==> src/rtl/riscv_lsu_wb.sv <==
// Load/store unit for the multi-cycle RV32 core: one request per handshake onto a Wishbone B4
// classic data master, with lane steering, load extension, misalignment, bus-error and watchdog reporting.
module riscv_lsu_wb #(
    parameter int ADDR_WIDTH     = 32,
    parameter int TIMEOUT_CYCLES = 256,
    parameter int MISALIGN_TRAP  = 1
) (
    input  logic                  clk,
    input  logic                  rst_n,
    input  logic                  req_valid,
    output logic                  req_ready,
    input  logic                  req_we,
    input  logic [1:0]            req_size,
    input  logic                  req_unsigned,
    input  logic [ADDR_WIDTH-1:0] req_addr,
    input  logic [31:0]           req_wdata,
    output logic                  rsp_valid,
    output logic [31:0]           rsp_rdata,
    output logic                  rsp_err,
    output logic [1:0]            rsp_err_code,
    output logic [ADDR_WIDTH-1:0] dwb_adr_o,
    output logic [31:0]           dwb_dat_o,
    input  logic [31:0]           dwb_dat_i,
    output logic                  dwb_we_o,
    output logic [3:0]            dwb_sel_o,
    output logic                  dwb_cyc_o,
    output logic                  dwb_stb_o,
    input  logic                  dwb_ack_i,
    input  logic                  dwb_err_i
);

    typedef enum logic [1:0] {ST_IDLE = 2'd0, ST_BUS = 2'd1, ST_RESP = 2'd2} state_t;

    localparam int               CNT_W        = (TIMEOUT_CYCLES > 1) ? $clog2(TIMEOUT_CYCLES + 1) : 1;
    localparam logic [CNT_W-1:0] CNT_LAST     = CNT_W'(TIMEOUT_CYCLES - 1);
    localparam logic [CNT_W-1:0] CNT_MAX      = {CNT_W{1'b1}};
    localparam logic [1:0]       CODE_NONE    = 2'd0;
    localparam logic [1:0]       CODE_ALIGN   = 2'd1;
    localparam logic [1:0]       CODE_BUS     = 2'd2;
    localparam logic [1:0]       CODE_TIMEOUT = 2'd3;

    state_t           state_r, state_s;
    logic [CNT_W-1:0] cnt_r;
    logic [1:0]       size_r, off_r;
    logic             uns_r;
    logic             bad_s, timeout_s;
    logic [1:0]       code_s;
    logic [31:0]      rdata_s;

    function automatic logic [3:0] lane_sel(input logic [1:0] size, input logic [1:0] off);
        case (size)
            2'd0:    lane_sel = 4'b0001 << off;
            2'd1:    lane_sel = 4'b0011 << {off[1], 1'b0};
            2'd2:    lane_sel = 4'b1111;
            default: lane_sel = 4'b0000;
        endcase
    endfunction

    function automatic logic [31:0] lane_data(input logic [1:0] size, input logic [31:0] wdata);
        case (size)
            2'd0:    lane_data = {4{wdata[7:0]}};
            2'd1:    lane_data = {2{wdata[15:0]}};
            default: lane_data = wdata;
        endcase
    endfunction

    // A half access ignores a[0] when alignment is forced, so the shift uses a[1] only.
    function automatic logic [31:0] load_extend(input logic [1:0] size, input logic uns,
                                                input logic [1:0] off, input logic [31:0] dat);
        logic [31:0] sh;
        sh = 32'd0;
        case (size)
            2'd0: begin
                sh = dat >> {off, 3'b000};
                load_extend = uns ? {24'd0, sh[7:0]} : {{24{sh[7]}}, sh[7:0]};
            end
            2'd1: begin
                sh = dat >> {off[1], 4'b0000};
                load_extend = uns ? {16'd0, sh[15:0]} : {{16{sh[15]}}, sh[15:0]};
            end
            default: load_extend = dat;
        endcase
    endfunction

    // Requests answered without a bus cycle: illegal size or trapped misalignment
    always_comb begin
        bad_s = 1'b0;
        case (req_size)
            2'd1:    bad_s = (MISALIGN_TRAP != 0) && req_addr[0];
            2'd2:    bad_s = (MISALIGN_TRAP != 0) && (req_addr[1:0] != 2'b00);
            2'd3:    bad_s = 1'b1;
            default: bad_s = 1'b0;
        endcase
    end

    // Watchdog expiry on the last permitted BUS cycle
    always_comb begin
        timeout_s = 1'b0;
        if (TIMEOUT_CYCLES != 0) begin
            timeout_s = (cnt_r == CNT_LAST);
        end else begin
            timeout_s = 1'b0;
        end
    end

    // Next state plus the response that will be registered on entry to RESP
    always_comb begin
        state_s = state_r;
        code_s  = CODE_NONE;
        rdata_s = 32'd0;
        case (state_r)
            ST_IDLE: begin
                if (req_valid) begin
                    state_s = bad_s ? ST_RESP : ST_BUS;
                    code_s  = bad_s ? CODE_ALIGN : CODE_NONE;
                end else begin
                    state_s = ST_IDLE;
                end
            end
            ST_BUS: begin
                if (dwb_err_i) begin
                    state_s = ST_RESP;
                    code_s  = CODE_BUS;
                end else if (dwb_ack_i) begin
                    state_s = ST_RESP;
                    rdata_s = dwb_we_o ? 32'd0 : load_extend(size_r, uns_r, off_r, dwb_dat_i);
                end else if (timeout_s) begin
                    state_s = ST_RESP;
                    code_s  = CODE_TIMEOUT;
                end else begin
                    state_s = ST_BUS;
                end
            end
            ST_RESP: state_s = ST_IDLE;
            default: state_s = ST_IDLE;
        endcase
    end

    // State, handshake/response registers, request latch and watchdog counter
    always_ff @(posedge clk or negedge rst_n) begin
        if (!rst_n) begin
            state_r      <= ST_IDLE;
            req_ready    <= 1'b1;
            rsp_valid    <= 1'b0;
            rsp_err      <= 1'b0;
            rsp_err_code <= CODE_NONE;
            rsp_rdata    <= 32'd0;
            cnt_r        <= {CNT_W{1'b0}};
            size_r       <= 2'd0;
            off_r        <= 2'd0;
            uns_r        <= 1'b0;
        end else begin
            state_r      <= state_s;
            req_ready    <= (state_s == ST_IDLE);
            rsp_valid    <= (state_s == ST_RESP);
            rsp_err      <= (state_s == ST_RESP) && (code_s != CODE_NONE);
            rsp_err_code <= code_s;
            rsp_rdata    <= rdata_s;
            if (state_r == ST_IDLE) begin
                cnt_r <= {CNT_W{1'b0}};
                if (req_valid) begin
                    size_r <= req_size;
                    off_r  <= req_addr[1:0];
                    uns_r  <= req_unsigned;
                end
            end else if ((state_r == ST_BUS) && (cnt_r != CNT_MAX)) begin
                cnt_r <= cnt_r + CNT_W'(1'b1);
            end
        end
    end

    // Wishbone master outputs: loaded on acceptance, held through BUS, cleared on exit
    always_ff @(posedge clk or negedge rst_n) begin
        if (!rst_n) begin
            dwb_cyc_o <= 1'b0;
            dwb_stb_o <= 1'b0;
            dwb_we_o  <= 1'b0;
            dwb_sel_o <= 4'b0000;
            dwb_adr_o <= {ADDR_WIDTH{1'b0}};
            dwb_dat_o <= 32'd0;
        end else if ((state_r == ST_IDLE) && req_valid && !bad_s) begin
            dwb_cyc_o <= 1'b1;
            dwb_stb_o <= 1'b1;
            dwb_we_o  <= req_we;
            dwb_sel_o <= lane_sel(req_size, req_addr[1:0]);
            dwb_adr_o <= {req_addr[ADDR_WIDTH-1:2], 2'b00};
            dwb_dat_o <= lane_data(req_size, req_wdata);
        end else if ((state_r == ST_BUS) && (state_s != ST_BUS)) begin
            dwb_cyc_o <= 1'b0;
            dwb_stb_o <= 1'b0;
            dwb_we_o  <= 1'b0;
            dwb_sel_o <= 4'b0000;
            dwb_adr_o <= {ADDR_WIDTH{1'b0}};
            dwb_dat_o <= 32'd0;
        end
    end

endmodule

==> config.mk <==
export PLATFORM = sky130hd
export DESIGN_NAME = riscv_lsu_wb
export DESIGN_NICKNAME = d
export VERILOG_FILES = /design/src/rtl/riscv_lsu_wb.sv
export SDC_FILE = /design/constraint.sdc
export NUM_CORES = 1
export LEC_CHECK = 0
export ABC_AREA = 0
export BUFFER_PORTS_ARGS = -buffer_cell sky130_fd_sc_hd__buf_4
export CAP_MARGIN = 5
export CORE_MARGIN = 2
export CORE_UTILIZATION = 45
export CTS_BUF_LIST = sky130_fd_sc_hd__clkbuf_16
export CTS_CLUSTER_DIAMETER = 100
export DETAILED_ROUTE_END_ITERATION = 8
export GPL_TIMING_DRIVEN = 0
export PLACE_DENSITY = 0.82
export SLEW_MARGIN = 10
export SYNTH_ARGS = -nofsm -noshare
export SYNTH_HDL_FRONTEND = slang
export SYNTH_SLANG_ARGS = --single-unit
==> constraint.sdc <==
create_clock -name clk -period 2.5 [get_ports clk]
set_input_delay 0.75 -clock clk [delete_from_list [all_inputs] [get_ports clk]]
set_output_delay 0.75 -clock clk [all_outputs]
set_load 0.05 [all_outputs]
==> metrics <==
Crit. Startpoint=cnt_r[0]$_DFFE_PN0P_; sequential area share after synthesis=0.562; outcome=finished clean; endpoints failing hold=0; DRT iter0 DRCs=628; Clock Latency Late Sink=0.41 ns; largest net degree at the start of global routing=67; Power Density=1180 mW/mm^2; slew of the pin with the lowest slew margin=0.944 ns; total wire length=16500 um; final setup vio count=0; Port Buffers=209; setup TNS=0 ns; H-tree levels=4; WP data arrival=2.69 ns; Detailed Place HPWL=12000 um; area leader, netlist=dfrtp_1; Area contributors post-synth=dfrtp_1 56%, nand3_1 6.6%, inv_1 4.7%; Final Slew Violations=0; leakage power=4.10 nW; Routed wire per std cell=17.5 um; number of enable flip-flop cells after synthesis=0; Total GRT Usage=0.259; post-route cell area=0.00783 sq mm; drt via density=5.58; max_cap viols=0; Yosys top cell area share=0.557; crit end category=register; placed inst area=0.00717 sq mm; cell mode on critical path=nand3_1; Die Ht=113 um; io pins=213; Placed Instances=912; placer congestion estimate=0.875; Rows=39; Crit Reg-Reg Startpoint=cnt_r[0]$_DFFE_PN0P_; synthesis-to-layout area growth=45.1%; GRT overflow=0; f_max=0.423 GHz; r2r setup slk=0.14 ns; Post-Syn Area=0.00539 sq mm; global-route wire length before repair=26000 um; Main synth FF type=dfrtp_1; Critical Path End=dwb_sel_o[1]$_DFFE_PN0P_; initial antenna violation count=0; hold bufs inserted after CTS=0; CTS root buf=clkbuf_16; via total after detailed routing=5260; Buf/Inv on CP=2; starting density of the core=0.466; Crit Path Category=register to register; number of diodes=0; Max Clock Skew=0.00784 ns; worst hold path class=input pin to asynchronous set/reset pin; Slowest-stage cell, CP=dfrtp_1; drt drc=0; vias in the first global route=5295; crit-path cells=ha_1 -> nand3_1 -> nor3_2 -> ha_2 -> or3_1 -> nand2_2 -> buf_6 -> buf_4 -> nand3_1 -> o21ai_1; number of routed nets with antenna violations=0; CTS Buffer Depth=2; die width=113 um; post-layout util=0.677; core area=0.0116 sq mm; Final Non-Filler Cells=943; proportion of layout cells with a drive suffix above 1=0.353; clock slew seen by the registers of the worst setup and hold paths=0.06 ns; Fin Hold WS=0.344 ns; period utilization=0.946; CP max FO=10; CTS sink count=121; Syn. warnings=0; reg2reg path depth=10; Synth async-reset ratio=1.00; worst vdd ir=0.698 mV; post-layout minimum cycle time=2.36 ns; Worst path max stage delay=0.44 ns; relative slew slack=0.369; Crit path depth=10; Crit Reg-Reg Endpoint=dwb_sel_o[1]$_DFFE_PN0P_; cell count after synthesis=558; Final #Nets=895; CTS tree=done; Netlist cell types=47; startpoint type of the worst setup path=register; Yosys reg bits=121; CP top delay family=simple AND/OR/NAND/NOR gates; Mapped Avg Cell Area=9.66 sq um; clock buffers created by TritonCTS=17; Req. time, crit path=2.83 ns; die footprint=0.0129 sq mm; first drt pass iteration count=9
## through the flow
step                      total power (W)  setup WS [ns]
after floorplan                   0.00529          0.361
after global placement            0.00652        -0.0140
after detailed placement          0.00662        -0.0950
after CTS                         0.00922         0.0337
after global routing              0.00958       -0.00937
final                             0.00920          0.136
## logic make-up (layout without fill, tap and decap cells)
logic type | count (synthesis) | after routing | share of synthesized area
adder cells (fa/ha/maj) | 3 | 3 | 0.00696
flip-flops | 121 | 121 | 0.562
XOR/XNOR | 1 | 1 | 0.00162
other | 1 | 2 | 0.000696
multiplexers | 20 | 20 | 0.0385
AO/OA/AOI/OAI | 154 | 154 | 0.168
AND/OR/NAND/NOR | 149 | 149 | 0.134
buffers and inverters | 109 | 350 | 0.0884
## power by group
group | switching, W | total [W] | leakage (nW) | internal (W)
Clock | 0.000918 | 0.00259 | 0.293 | 0.00167
Combinational | 0.00267 | 0.00383 | 2.22 | 0.00116
Sequential | 0.000331 | 0.00278 | 1.59 | 0.00245
## Yosys cell counts, types with 4 or more instances
cell      number
a21oi_1       25
a221oi_1       8
a222oi_1       7
buf_1          6
buf_2          8
buf_6          6
clkbuf_1      18
dfrtp_1      120
inv_1         67
mux2_2         6
mux2i_1       14
nand2_1       37
nand3_1       71
nor2_1        16
nor2b_1        4
nor3_1         5
o211ai_1       6
o21ai_0       46
o21ai_1       50
## worst reg2reg max path: stages (launching register included)
cell and delay, ns:
dfrtp_1 0.44, ha_1 0.27, nand3_1 0.13, nor3_2 0.08
ha_2 0.20, or3_1 0.41, nand2_2 0.17, buf_6 0.18
buf_4 0.19, nand3_1 0.11, o21ai_1 0.10
## layout by cell type (no fill, tap or decap), types with 2 or more instances in the layout
cell type | Yosys | final
a21oi_1 | 25 | 25
a221oi_1 | 8 | 8
a222oi_1 | 7 | 7
a31o_2 | 2 | 2
and3_1 | 2 | 2
buf_1 | 6 | 2
buf_2 | 8 | 6
buf_4 | 3 | 212
buf_6 | 6 | 8
bufinv_16 | 0 | 4
clkbuf_1 | 18 | 17
clkbuf_16 | 0 | 17
clkbuf_2 | 1 | 4
clkinv_4 | 0 | 5
clkinvlp_4 | 0 | 4
conb_1 | 1 | 2
dfrtp_1 | 120 | 120
ha_1 | 3 | 2
inv_1 | 67 | 67
mux2_2 | 6 | 6
mux2i_1 | 14 | 14
nand2_1 | 37 | 36
nand3_1 | 71 | 71
nand4_1 | 2 | 2
nor2_1 | 16 | 16
nor2b_1 | 4 | 4
nor3_1 | 5 | 4
nor3b_1 | 2 | 2
o211ai_1 | 6 | 6
o21ai_0 | 46 | 46
o21ai_1 | 50 | 50
o21bai_1 | 2 | 2
or3_1 | 2 | 2
## sequential cells by signal, indices dropped and copies added, names as in the netlist, 2 cells and up
register and count:
cnt_r 9, dwb_adr_o 30, dwb_dat_o 32, dwb_sel_o 4, off_r 2, rsp_err_code 2, rsp_rdata 32, size_r 2
state_r 2
## how the worst min path moves through the flow
stage / startpoint / to / slack (ns) / depth (start not counted)
3_3_place_gp: cnt_r[7]$_DFFE_PN0P_ / cnt_r[7]$_DFFE_PN0P_ / 0.46 / 1
3_5_place_dp: cnt_r[7]$_DFFE_PN0P_ / cnt_r[7]$_DFFE_PN0P_ / 0.49 / 1
2_1_floorplan: cnt_r[7]$_DFFE_PN0P_ / cnt_r[7]$_DFFE_PN0P_ / 0.44 / 1
4_1_cts: rst_n / dwb_dat_o[5]$_DFFE_PN0P_ / 0.35 / 1
6_report: rst_n / dwb_dat_o[1]$_DFFE_PN0P_ / 0.34 / 1
5_1_grt: rst_n / dwb_dat_o[5]$_DFFE_PN0P_ / 0.38 / 1
## metal layers
layer	vias to the layer above	share of wire	global-route usage
met5	-	0	0
met4	0	0.021	0.0911
met3	40	0.088	0.0792
met2	294	0.49	0.434
met1	2545	0.40	0.318
li1	2381	-	-
## final cells by class
class                           instances  area (sq um)
Buffer                                 41           238
Clock buffer                           17           425
Clock inverter                         15           203
Fill cell                             871          3740
Inverter                               67           251
Multi-Input combinational cell        329          1900
Sequential cell                       121          3030
Tap cell                              143           179
Timing Repair Buffer                  210          1600
## what timing repair did
item | CTS | global route
resized for setup | 4 | 7
endpoints found under the hold margin | 0 | 0
pin swaps | 0 | 0
setup buffers | 0 | 0
endpoints found under the setup margin | 43 | 53
No activity file was read; power rests on OpenSTA's default activity.
